$ cat src/rtl/iterative_multiplier_if.sv
// rtl/iterative_multiplier_if.sv - request/result bundle for iterative_multiplier
interface iterative_multiplier_if #(
   parameter int WIDTH = 32
);
   logic               mult_begin;
   logic               is_signed;
   logic [WIDTH-1:0]   operand1;
   logic [WIDTH-1:0]   operand2;
   logic [2*WIDTH-1:0] product;
   logic               mult_end;
   logic               busy;

   modport master (
      output mult_begin, is_signed, operand1, operand2,
      input  product, mult_end, busy
   );

   modport slave (
      input  mult_begin, is_signed, operand1, operand2,
      output product, mult_end, busy
   );
endinterface

$ cat src/rtl/iterative_multiplier.sv
// rtl/iterative_multiplier.sv - shift-add multiplier, BITS_PER_CYCLE bits per edge, signed/unsigned
// Optional MULT_EARLY_TERM_EN: finish as soon as the remaining multiplier bits are all zero.
module iterative_multiplier #(
   parameter int WIDTH          = 32,
   parameter int BITS_PER_CYCLE = 1
) (
   input  logic                 clk,
   input  logic                 resetn,
   iterative_multiplier_if.slave mul
);
   localparam int N  = WIDTH / BITS_PER_CYCLE;
   localparam int CW = $clog2(N + 1);
   localparam int PW = 2 * WIDTH;

   typedef enum logic [1:0] {IDLE, CALC, DONE} state_t;

   state_t           state_q, state_d;
   logic [PW-1:0]    mcand_q, mcand_d;
   logic [PW-1:0]    acc_q, acc_d;
   logic [PW-1:0]    product_q, product_d;
   logic [WIDTH-1:0] mplier_q, mplier_d;
   logic [CW-1:0]    count_q, count_d;
   logic             sign_q, sign_d;

   logic [WIDTH-1:0] mag1, mag2;
   logic [PW-1:0]    partial, acc_sum;
   logic [WIDTH-1:0] mplier_shift;
   logic             last_iter;

   // Negating -2^(WIDTH-1) yields 2^(WIDTH-1), which is exact when read as unsigned.
   assign mag1 = (mul.is_signed && mul.operand1[WIDTH-1]) ? -mul.operand1 : mul.operand1;
   assign mag2 = (mul.is_signed && mul.operand2[WIDTH-1]) ? -mul.operand2 : mul.operand2;

   always_comb begin
      partial = '0;
      for (int b = 0; b < BITS_PER_CYCLE; b++) begin
         if (mplier_q[b]) begin
            partial = partial + (mcand_q << b);
         end
      end
   end

   assign acc_sum      = acc_q + partial;
   assign mplier_shift = mplier_q >> BITS_PER_CYCLE;

`ifdef MULT_EARLY_TERM_EN
   assign last_iter = (count_q == CW'(1)) || (mplier_shift == '0);
`else
   assign last_iter = (count_q == CW'(1));
`endif

   always_comb begin
      state_d   = state_q;
      mcand_d   = mcand_q;
      acc_d     = acc_q;
      product_d = product_q;
      mplier_d  = mplier_q;
      count_d   = count_q;
      sign_d    = sign_q;
      case (state_q)
         IDLE: begin
            if (mul.mult_begin) begin
               mcand_d  = {{WIDTH{1'b0}}, mag1};
               mplier_d = mag2;
               sign_d   = mul.is_signed & (mul.operand1[WIDTH-1] ^ mul.operand2[WIDTH-1]);
               acc_d    = '0;
               count_d  = CW'(N);
               state_d  = CALC;
            end
         end
         CALC: begin
            if (!mul.mult_begin) begin
               state_d = IDLE;
            end else begin
               acc_d    = acc_sum;
               mcand_d  = mcand_q << BITS_PER_CYCLE;
               mplier_d = mplier_shift;
               count_d  = count_q - CW'(1);
               if (last_iter) begin
                  product_d = sign_q ? -acc_sum : acc_sum;
                  state_d   = DONE;
               end
            end
         end
         DONE: begin
            // Stay here until the requester releases; no back-to-back restart.
            if (!mul.mult_begin) begin
               state_d = IDLE;
            end
         end
         default: state_d = IDLE;
      endcase
   end

   always_ff @(posedge clk or negedge resetn) begin
      if (!resetn) begin
         state_q   <= IDLE;
         mcand_q   <= '0;
         acc_q     <= '0;
         product_q <= '0;
         mplier_q  <= '0;
         count_q   <= '0;
         sign_q    <= 1'b0;
      end else begin
         state_q   <= state_d;
         mcand_q   <= mcand_d;
         acc_q     <= acc_d;
         product_q <= product_d;
         mplier_q  <= mplier_d;
         count_q   <= count_d;
         sign_q    <= sign_d;
      end
   end

   assign mul.product  = product_q;
   assign mul.mult_end = (state_q == DONE);
   assign mul.busy     = (state_q == CALC);
endmodule

$ cat src/flat_wrapper.sv
// flat-port wrapper written by rule: the top's interface ports become plain ports
module iterative_multiplier_flat 
#(
   parameter int WIDTH          = 32,
   parameter int BITS_PER_CYCLE = 1
)
  (clk, resetn, mul_mult_begin, mul_is_signed, mul_operand1, mul_operand2, mul_product, mul_mult_end, mul_busy);
  iterative_multiplier_if #(.WIDTH(WIDTH)) mul_i ();
  input  logic clk;
  input  logic resetn;
  input wire logic [$bits(mul_i.mult_begin)-1:0] mul_mult_begin;
  input wire logic [$bits(mul_i.is_signed)-1:0] mul_is_signed;
  input wire logic [$bits(mul_i.operand1)-1:0] mul_operand1;
  input wire logic [$bits(mul_i.operand2)-1:0] mul_operand2;
  output wire logic [$bits(mul_i.product)-1:0] mul_product;
  output wire logic [$bits(mul_i.mult_end)-1:0] mul_mult_end;
  output wire logic [$bits(mul_i.busy)-1:0] mul_busy;
  assign mul_i.mult_begin = mul_mult_begin;
  assign mul_i.is_signed = mul_is_signed;
  assign mul_i.operand1 = mul_operand1;
  assign mul_i.operand2 = mul_operand2;
  assign mul_product = mul_i.product;
  assign mul_mult_end = mul_i.mult_end;
  assign mul_busy = mul_i.busy;
  iterative_multiplier #(.WIDTH(WIDTH), .BITS_PER_CYCLE(BITS_PER_CYCLE)) u_core (.clk(clk), .resetn(resetn), .mul(mul_i));
endmodule
$ cat config.mk
export PLATFORM = sky130hd
export DESIGN_NAME = iterative_multiplier_flat
export DESIGN_NICKNAME = d
export VERILOG_FILES = /design/src/rtl/iterative_multiplier_if.sv /design/src/rtl/iterative_multiplier.sv /design/src/flat_wrapper.sv
export SDC_FILE = /design/constraint.sdc
export NUM_CORES = 1
export LEC_CHECK = 0
export BUFFER_PORTS_ARGS = -buffer_cell sky130_fd_sc_hd__buf_4
export CAP_MARGIN = 20
export CORE_MARGIN = 2
export CORE_UTILIZATION = 60
export DETAILED_ROUTE_END_ITERATION = 8
export PLACE_DENSITY = 0.85
export SYNTH_ARGS = -nofsm -noshare
export SYNTH_HDL_FRONTEND = slang
export SYNTH_SLANG_ARGS = --single-unit
$ cat constraint.sdc
create_clock -name clk -period 11 [get_ports clk]
set_input_delay 1.65 -clock clk [delete_from_list [all_inputs] [get_ports clk]]
set_output_delay 1.65 -clock clk [all_outputs]
set_load 0.02 [all_outputs]
==> results of run 1 <==
[cell type report]
class                           instances  share of cell area (%)
Timing Repair Buffer                  146                    5.77
Multi-Input combinational cell       1720                    55.6
Tap cell                              378                    2.48
Clock buffer                           39                    4.14
Sequential cell                       233                    30.6
Inverter                               39                   0.767
Clock inverter                         10                   0.643
[per-layer routing]
metal	share of wire [%]	track usage, %
met1	42	46.0
met2	46	56.8
met3	7.1	5.06
met4	4.7	15.4
met5	0	0
[cell usage after synthesis, types with 7 or more instances]
library cell / number
a21o_1: 23
a31oi_1: 18
nor2_1: 161
nand2_1: 280
o211ai_1: 13
nor4_1: 11
ha_1: 68
o21ai_0: 250
o211a_1: 8
inv_1: 39
a22o_1: 74
nor3_1: 41
clkbuf_1: 101
mux2i_1: 9
buf_2: 14
and4_1: 7
a211oi_1: 16
and2_1: 84
or4_1: 7
o2111ai_1: 7
nand3_1: 25
dfrtp_1: 233
nand2b_1: 9
o22ai_1: 10
o31ai_1: 31
or2_2: 12
nand4_1: 40
o21a_1: 15
a21oi_1: 183
or3_1: 32
xnor2_1: 71
a22oi_1: 7
and3_1: 20
xor2_1: 77
[metrics by stage]
| step | hold WS [ns] | power, mW |
|---|---|---|
| after global placement | 0.462 | 2.11 |
| after detailed placement | 0.471 | 2.13 |
| final | 0.476 | 3.06 |
| after floorplan | 0.450 | 1.76 |
| after CTS | 0.484 | 3.06 |
| after global routing | 0.500 | 3.22 |
[power by group]
| part | total [mW] | leakage [nW] | internal, mW | switching [mW] |
|---|---|---|---|---|
| sequential | 1.13 | 3.13 | 1.01 | 0.122 |
| clock | 0.927 | 0.455 | 0.547 | 0.379 |
| combinational | 1.01 | 5.05 | 0.375 | 0.633 |
[sequential cells by signal, indices dropped and copies added (netlist names)]
register            flops
u_core.sign_q           1
u_core.mcand_q         64
u_core.state_q          2
u_core.count_q          6
u_core.mplier_q        32
u_core.acc_q           64
u_core.mul.product     64
[critical path: stages, from the launching register on]
cell and delay [ns]:
dfrtp_2 1.05, nand2_1 0.23, inv_1 0.10, ha_1 0.22, a211oi_1 0.57, o21ai_0 0.34
a21oi_2 0.34, xor2_1 0.32, o2111ai_1 0.25, nor3_1 0.68, and4_1 0.37, nand4b_1 0.48
or2_1 0.51, o41ai_1 0.37, xor2_1 0.20, o21ai_0 0.09
[worst paths after layout]
check | depth (start not counted) | slack, ns | endpoint
max | 15 | 4.66 | u_core.mul.product[60]
min | 2 | 0.48 | u_core.mul.product[41]
max reg2reg | 15 | 4.66 | u_core.mul.product[60]
min reg2reg | 2 | 0.48 | u_core.mul.product[41]
max in group asynchronous | 2 | 8.30 | u_core.state_q[0]
min in group asynchronous | 1 | 1.12 | u_core.mcand_q[35]
[kinds of logic (layout without fill, tap and decap cells)]
logic type / count (synthesis) / after routing / synth area share [%]
xor+xnor: 148 / 148 / 7.60
simple gates: 761 / 761 / 21.6
compound gates: 733 / 733 / 27.3
buf+inv: 161 / 234 / 3.67
flops: 233 / 233 / 34.2
mux: 9 / 9 / 0.528
fa+ha+maj: 69 / 69 / 5.11
==> results.txt, run 1 <==
Fmax achieved: 0.158 GHz
Worst slack at placement: 4.96 ns
Leak: 8.63 nW
WL per Instance: 20.5 um
EDFF count, synth: 0
Global-route wire length before repair: 84600 um
Hold buffer count at cts: 0
Final antenna-violating net count: 0
Vias/cell: 6.44
Via Count: 16500
Clock sink count: 233
Post-DP HPWL: 39200 um
Yosys warns: 0
Final setup TNS: 0 ns
Antenna cells: 0
Worst Path Max Fanout: 65
Utilization after layout: 68.5%
Design area: 19100 sq um
Synth top area share: 34.2%
Pins Over Slew Limit: 0
Final Hold Vio Count: 0
Antenna violations before repair: 0
Sequential share of the synthesized area: 34.2%
CTS tree: yes
Synth-to-Final Area Change: 11.9%
Worst-skew pair later-pin latency: 0.57 ns
Root Driver: clkbuf_16
Primary FF master, synth: dfrtp_1
Fin cells: 2565
Slew HR: 26.4%
FF/Latch Area: 5840 sq um
Most frequent cells in the layout: nand2_1 (279), o21ai_0 (250), dfrtp_1 (231), a21oi_1 (183), nor2_1 (161)
Peak VDD IR: 0.000114 V
H-tree depth: 1
Net Count, Synth: 2251
Die area: 29800 sq um
Area after DPL: 18200 sq um
Final net count: 2304
Mapped Area: 17100 sq um
Unrepaired setup endpoints after global routing: no
Crit end category: flip-flop
Worst-Margin Slew: 1.08 ns
Initial Utilization: 61.2%
Largest net degree at the start of global routing: 114
TritonCTS buffer count: 27
Clk_skew: 0.0179 ns
Total GRT Usage: 34.7%
GR Overflow Total: 0
Proportion of layout cells with a drive suffix above 1: 10.8%
Final worst slack: 4.66 ns
Die height: 173 um
Post-cts sizing count: 0
Vias in the first global route: 15900
Hold Crit Start: u_core.mul.product[41]
Core Rows: 61
Reg2Reg Launch Point: u_core.mplier_q[0]
CORE AREA: 27900 sq um
DRC: 0
Placed Cells: 2515
Post-synthesis average cell area: 8.07 sq um
Fill cells: 2342
Starting DRT DRC Count: 1648
Data required, critical path: 11.39 ns
Gate Count Post-Synth: 2114
Synth area leader: dfrtp_1
Tcrit/Tclk final: 57.6%
Synth cell types: 92
DR pass1 iterations: 6
Io pins: 134
FF+latch count, synth: 233
Worst setup path startpoint: u_core.mplier_q[0]
Final setup fails: 0
Arr. time, crit path: 6.73 ns
Status: complete, no violations
Final WL: 52700 um
Clock buffer depth: 3
I/O Buffers: 133
Tmin final: 6.34 ns
Post-CTS setup buffers: 0
Hold Crit Class: reg -> reg
Async S/R FF share, synth: 100%
Multi-input combinational cell area: 10600 sq um
Most common cell after layout, fill and taps aside: nand2_1
MaxCap Viol Count: 0
Critical path class: reg -> reg
GPL Wtd Cong: 1.00
Clk slew on worst S/H paths: 0.06 ns
CP Launch Type: flip-flop
Pwr dens: 161 nW/um^2
Synth area leaders: dfrtp_1 (34%), o21ai_0 (7.3%), nand2_1 (6.2%)
Die width: 173 um
Note: power is estimated with default switching activity, not from simulation.
==> inputs of run 2 (changes only) <==
- clock period: 11 -> 6.47 ns (I/O delays scaled with it)
==> results.txt, run 2 (synthesis results as in run 1) <==
Status: complete, no violations
MaxCap Viol Count: 0
Peak VDD IR: 0.000193 V
Core Rows: 61
Pwr dens: 269 nW/um^2
Global-route wire length before repair: 83400 um
Design area: 19000 sq um
GR Overflow Total: 0
Post-CTS setup buffers: 0
Leak: 8.60 nW
Final net count: 2304
Antenna cells: 0
Clock sink count: 233
Final setup fails: 0
Antenna violations before repair: 0
Tmin final: 5.62 ns
Critical path class: reg -> reg
CTS tree: yes
Crit end category: flip-flop
Vias in the first global route: 15800
Hold Crit Class: in -> async
GPL Wtd Cong: 1.02
Net Switching: 1.89 mW
I/O Buffers: 133
Area after DPL: 18200 sq um
Pins Over Slew Limit: 0
Most frequent cells in the layout: nand2_1 (279), o21ai_0 (250), dfrtp_1 (232), a21oi_1 (183), nor2_1 (161)
Final WL: 52200 um
Largest net degree at the start of global routing: 134
Switching share of power: 37.0%
H-tree depth: 1
Gate power share: 34.0%
Synth-to-Final Area Change: 11.6%
Clock buffer depth: 3
Root Driver: clkbuf_16
Worst-skew pair later-pin latency: 0.55 ns
Clk_skew: 0.0317 ns
Fmax achieved: 0.178 GHz
Starting DRT DRC Count: 1493
Initial Utilization: 61.2%
Final antenna-violating net count: 0
Reg power frac: 37.3%
Die area: 29800 sq um
Clk slew on worst S/H paths: 0.07 ns
Tot Pwr: 5.12 mW
Int Pwr: 3.22 mW
WL per Instance: 20.4 um
Tcrit/Tclk final: 86.9%
Die width: 173 um
Hold buffer count at cts: 0
TritonCTS buffer count: 25
DR pass1 iterations: 7
Slew HR: 20.6%
Io pins: 134
CP Launch Type: flip-flop
Arr. time, crit path: 5.99 ns
Post-cts sizing count: 0
DRC: 0
Worst-Margin Slew: 1.18 ns
Clock power share: 28.7%
Vias/cell: 6.45
Total GRT Usage: 34.1%
Unrepaired setup endpoints after global routing: no
Proportion of layout cells with a drive suffix above 1: 10.7%
Post-DP HPWL: 39200 um
Die height: 173 um
Worst Path Max Fanout: 37
Final setup TNS: 0 ns
Final Hold Vio Count: 0
Data required, critical path: 6.84 ns
Reg2reg path depth: 17
Via Count: 16500
Most common cell after layout, fill and taps aside: nand2_1
CORE AREA: 27900 sq um
run 2: critical path, cell delays in order (launching register included):
cell and delay (ns):
dfrtp_1 0.39, buf_4 0.24, and2_1 0.20, ha_1 0.19
inv_1 0.07, fa_1 0.19, and2b_1 0.22, o311a_2 0.38
or3_1 0.39, a221oi_2 0.37, o2111ai_1 0.25, nor3_1 0.60
and4_1 0.35, nand4b_1 0.43, or2_1 0.47, o41ai_1 0.39
xor2_1 0.20, o21ai_0 0.10
run 2: metrics by stage:
stage | utilization, % | cells | hold WS, ns | setup WS (ns)
global placement | 65.3 | 2518 | 0.463 | 1.13
detailed placement | 65.3 | 2518 | 0.472 | 1.01
finish | 68.3 | 2562 | 0.392 | 0.846
floorplan | - | 2114 | 0.450 | 1.60
global route | 68.3 | 2562 | 0.433 | 0.521
CTS | 68.3 | 2562 | 0.406 | 0.971
run 2: final timing paths:
path	from	endpoint	slack (ns)
max reg2reg	u_core.mplier_q[0]	u_core.mul.product[60]	0.85
min in group clk	u_core.mul.product[49]	u_core.mul.product[49]	0.48
max in group asynchronous	resetn	u_core.state_q[0]	4.88
min reg2reg	u_core.mul.product[49]	u_core.mul.product[49]	0.48
max	u_core.mplier_q[0]	u_core.mul.product[60]	0.85
min	resetn	u_core.acc_q[29]	0.39
run 2: power by group through the flow:
stage / clock network, mW / registers, mW / logic (mW)
3_3_place_gp: 0 / 1.91 / 1.67
5_1_grt: 1.54 / 1.94 / 1.89
4_1_cts: 1.48 / 1.90 / 1.72
6_report: 1.47 / 1.91 / 1.74
3_5_place_dp: 0 / 1.92 / 1.71
2_1_floorplan: 0 / 2.02 / 0.965
run 2: metal layers:
layer / vias to the layer above / part of all wire [%] / routed length, um / global-route usage [%]
li1: 7762 / - / - / -
met1: 7877 / 41 / 21300 / 44.0
met2: 714 / 47 / 24600 / 57.5
met3: 169 / 7.2 / 3760 / 5.06
met4: 0 / 4.9 / 2540 / 14.3
met5: - / 0 / 0 / 0
run 2: cell type report:
cell class	count	area (sq um)
Inverter	39	146
Clock buffer	36	737
Tap cell	378	473
Multi-Input combinational cell	1720	10600
Clock inverter	8	96.3
Timing Repair Buffer	148	1130
Fill cell	2298	8830
Sequential cell	233	5830
==> inputs of run 3 (changes only) <==
- CTS_BUF_LIST: unset -> sky130_fd_sc_hd__clkbuf_8
==> results.txt, run 3 (synthesis results as in run 1) <==
Final net count: 2320
CP Launch Type: flip-flop
WL per Instance: 20.3 um
Via Count: 16800
Worst-Margin Slew: 1.14 ns
Hold Crit Class: in -> async
Post-DP HPWL: 39200 um
Placed Cells: 2518
DR pass1 iterations: 6
Root Driver: clkbuf_8
GR Overflow Total: 0
Met2 routed WL: 24900 um
Peak VDD IR: 0.000153 V
Fmax achieved: 0.177 GHz
Final setup TNS: 0 ns
GPL Wtd Cong: 1.02
Hold buffer count at cts: 0
Tcrit/Tclk final: 87.6%
Vias/cell: 6.47
Post-CTS setup buffers: 0
Fill cells: 2276
Synth-to-Final Area Change: 11.7%
Largest net degree at the start of global routing: 134
Most frequent cells in the layout: nand2_1 (279), o21ai_0 (250), dfrtp_1 (232), a21oi_1 (183), nor2_1 (161)
Global-route wire length before repair: 83400 um
Core Rows: 61
Tmin final: 5.67 ns
H-tree depth: 2
Status: complete, no violations
Fin cells: 2590
Unrepaired setup endpoints after global routing: no
Die height: 173 um
Final setup fails: 0
Final WL: 52500 um
Antenna cells: 0
Total GRT Usage: 34.3%
Top Metal Used: met4
Vias in the first global route: 15800
CTS tree: yes
I/O Buffers: 133
MaxCap Viol Count: 0
WL met3: 3860 um
Final Hold Vio Count: 0
Reg2reg path depth: 16
Critical path class: reg -> reg
Io pins: 134
Die width: 173 um
Clk slew on worst S/H paths: 0.06 ns
CORE AREA: 27900 sq um
TritonCTS buffer count: 41
Clock sink count: 233
Pins Over Slew Limit: 0
FF/Latch Area: 5830 sq um
Most common cell after layout, fill and taps aside: nand2_1
Multi-input combinational cell area: 10600 sq um
Clock buffer depth: 3
Clk_skew: 0.0338 ns
DRC: 0
Worst Path Max Fanout: 27
Initial Utilization: 61.2%
Proportion of layout cells with a drive suffix above 1: 11.5%
Leak: 8.67 nW
Pwr dens: 265 nW/um^2
Final antenna-violating net count: 0
M1 WL: 21400 um
Data required, critical path: 6.89 ns
Post-cts sizing count: 0
Crit end category: flip-flop
Starting DRT DRC Count: 1488
Slew HR: 23.4%
Die area: 29800 sq um
Worst-skew pair later-pin latency: 0.58 ns
Arr. time, crit path: 6.08 ns
Antenna violations before repair: 0
## run 3: changes by cell type in the layout (fill, tap and decap cells not counted), moves of 2 or more
cell	change
inv_1	+11
bufinv_16	-2
clkbuf_16	-25
clkbuf_8	+47
clkinv_2	-2
clkbuf_1	-4
## run 3: per-layer routing
layer  track usage (%)  up-vias
met5                 0        -
met4              14.6        0
li1                  -     7817
met2              58.2      767
met1              44.2     8014
met3              4.68      170
## run 3: cell type report
| class | instances | share of cell area [%] |
|---|---|---|
| multi-input cells | 1720 | 55.7 |
| flip-flops and latches | 233 | 30.6 |
| repair buffers | 148 | 5.94 |
| clock buffers | 54 | 3.90 |
| well taps | 378 | 2.48 |
| inverters | 39 | 0.769 |
| clock inverters | 18 | 0.545 |
## run 3: per-stage QoR
stage	util [%]	area, sq um	setup WS [ns]	hold WS (ns)	power, mW
after floorplan	-	17100	1.60	0.450	2.99
after global placement	65.3	18200	1.13	0.463	3.58
after detailed placement	65.3	18200	1.01	0.472	3.63
after CTS	68.4	19000	0.960	0.375	5.03
after global routing	68.4	19000	0.436	0.410	5.29
final	68.4	19000	0.805	0.367	5.04
## run 3: worst paths after layout
kind,slack [ns],end,start
worst max-delay path,0.80,u_core.mul.product[60],u_core.mplier_q[0]
worst min-delay path,0.37,u_core.mul.product[38],resetn
worst max register to register,0.80,u_core.mul.product[60],u_core.mplier_q[0]
worst min register to register,0.48,u_core.mul.product[20],u_core.mul.product[20]
max in group asynchronous,4.89,u_core.state_q[0],resetn
min in group clk,0.48,u_core.mul.product[20],u_core.mul.product[20]
## run 3: worst max-delay path, cell delays in order (launching register included)
cell	delay, ns
dfrtp_1	0.39
buf_4	0.22
nand2_1	0.14
inv_1	0.06
ha_1	0.28
a211oi_1	0.56
o21ai_0	0.36
a21oi_2	0.37
xor2_1	0.32
o2111ai_1	0.25
nor3_1	0.59
and4_1	0.35
nand4b_1	0.45
or2_1	0.49
o41ai_1	0.36
xor2_1	0.20
o21ai_0	0.09
## run 3: report_power, final
group	switching, mW	internal (mW)
Combinational	1.10	0.643
Clock	0.637	0.753
Sequential	0.194	1.71
Total	1.93	3.11
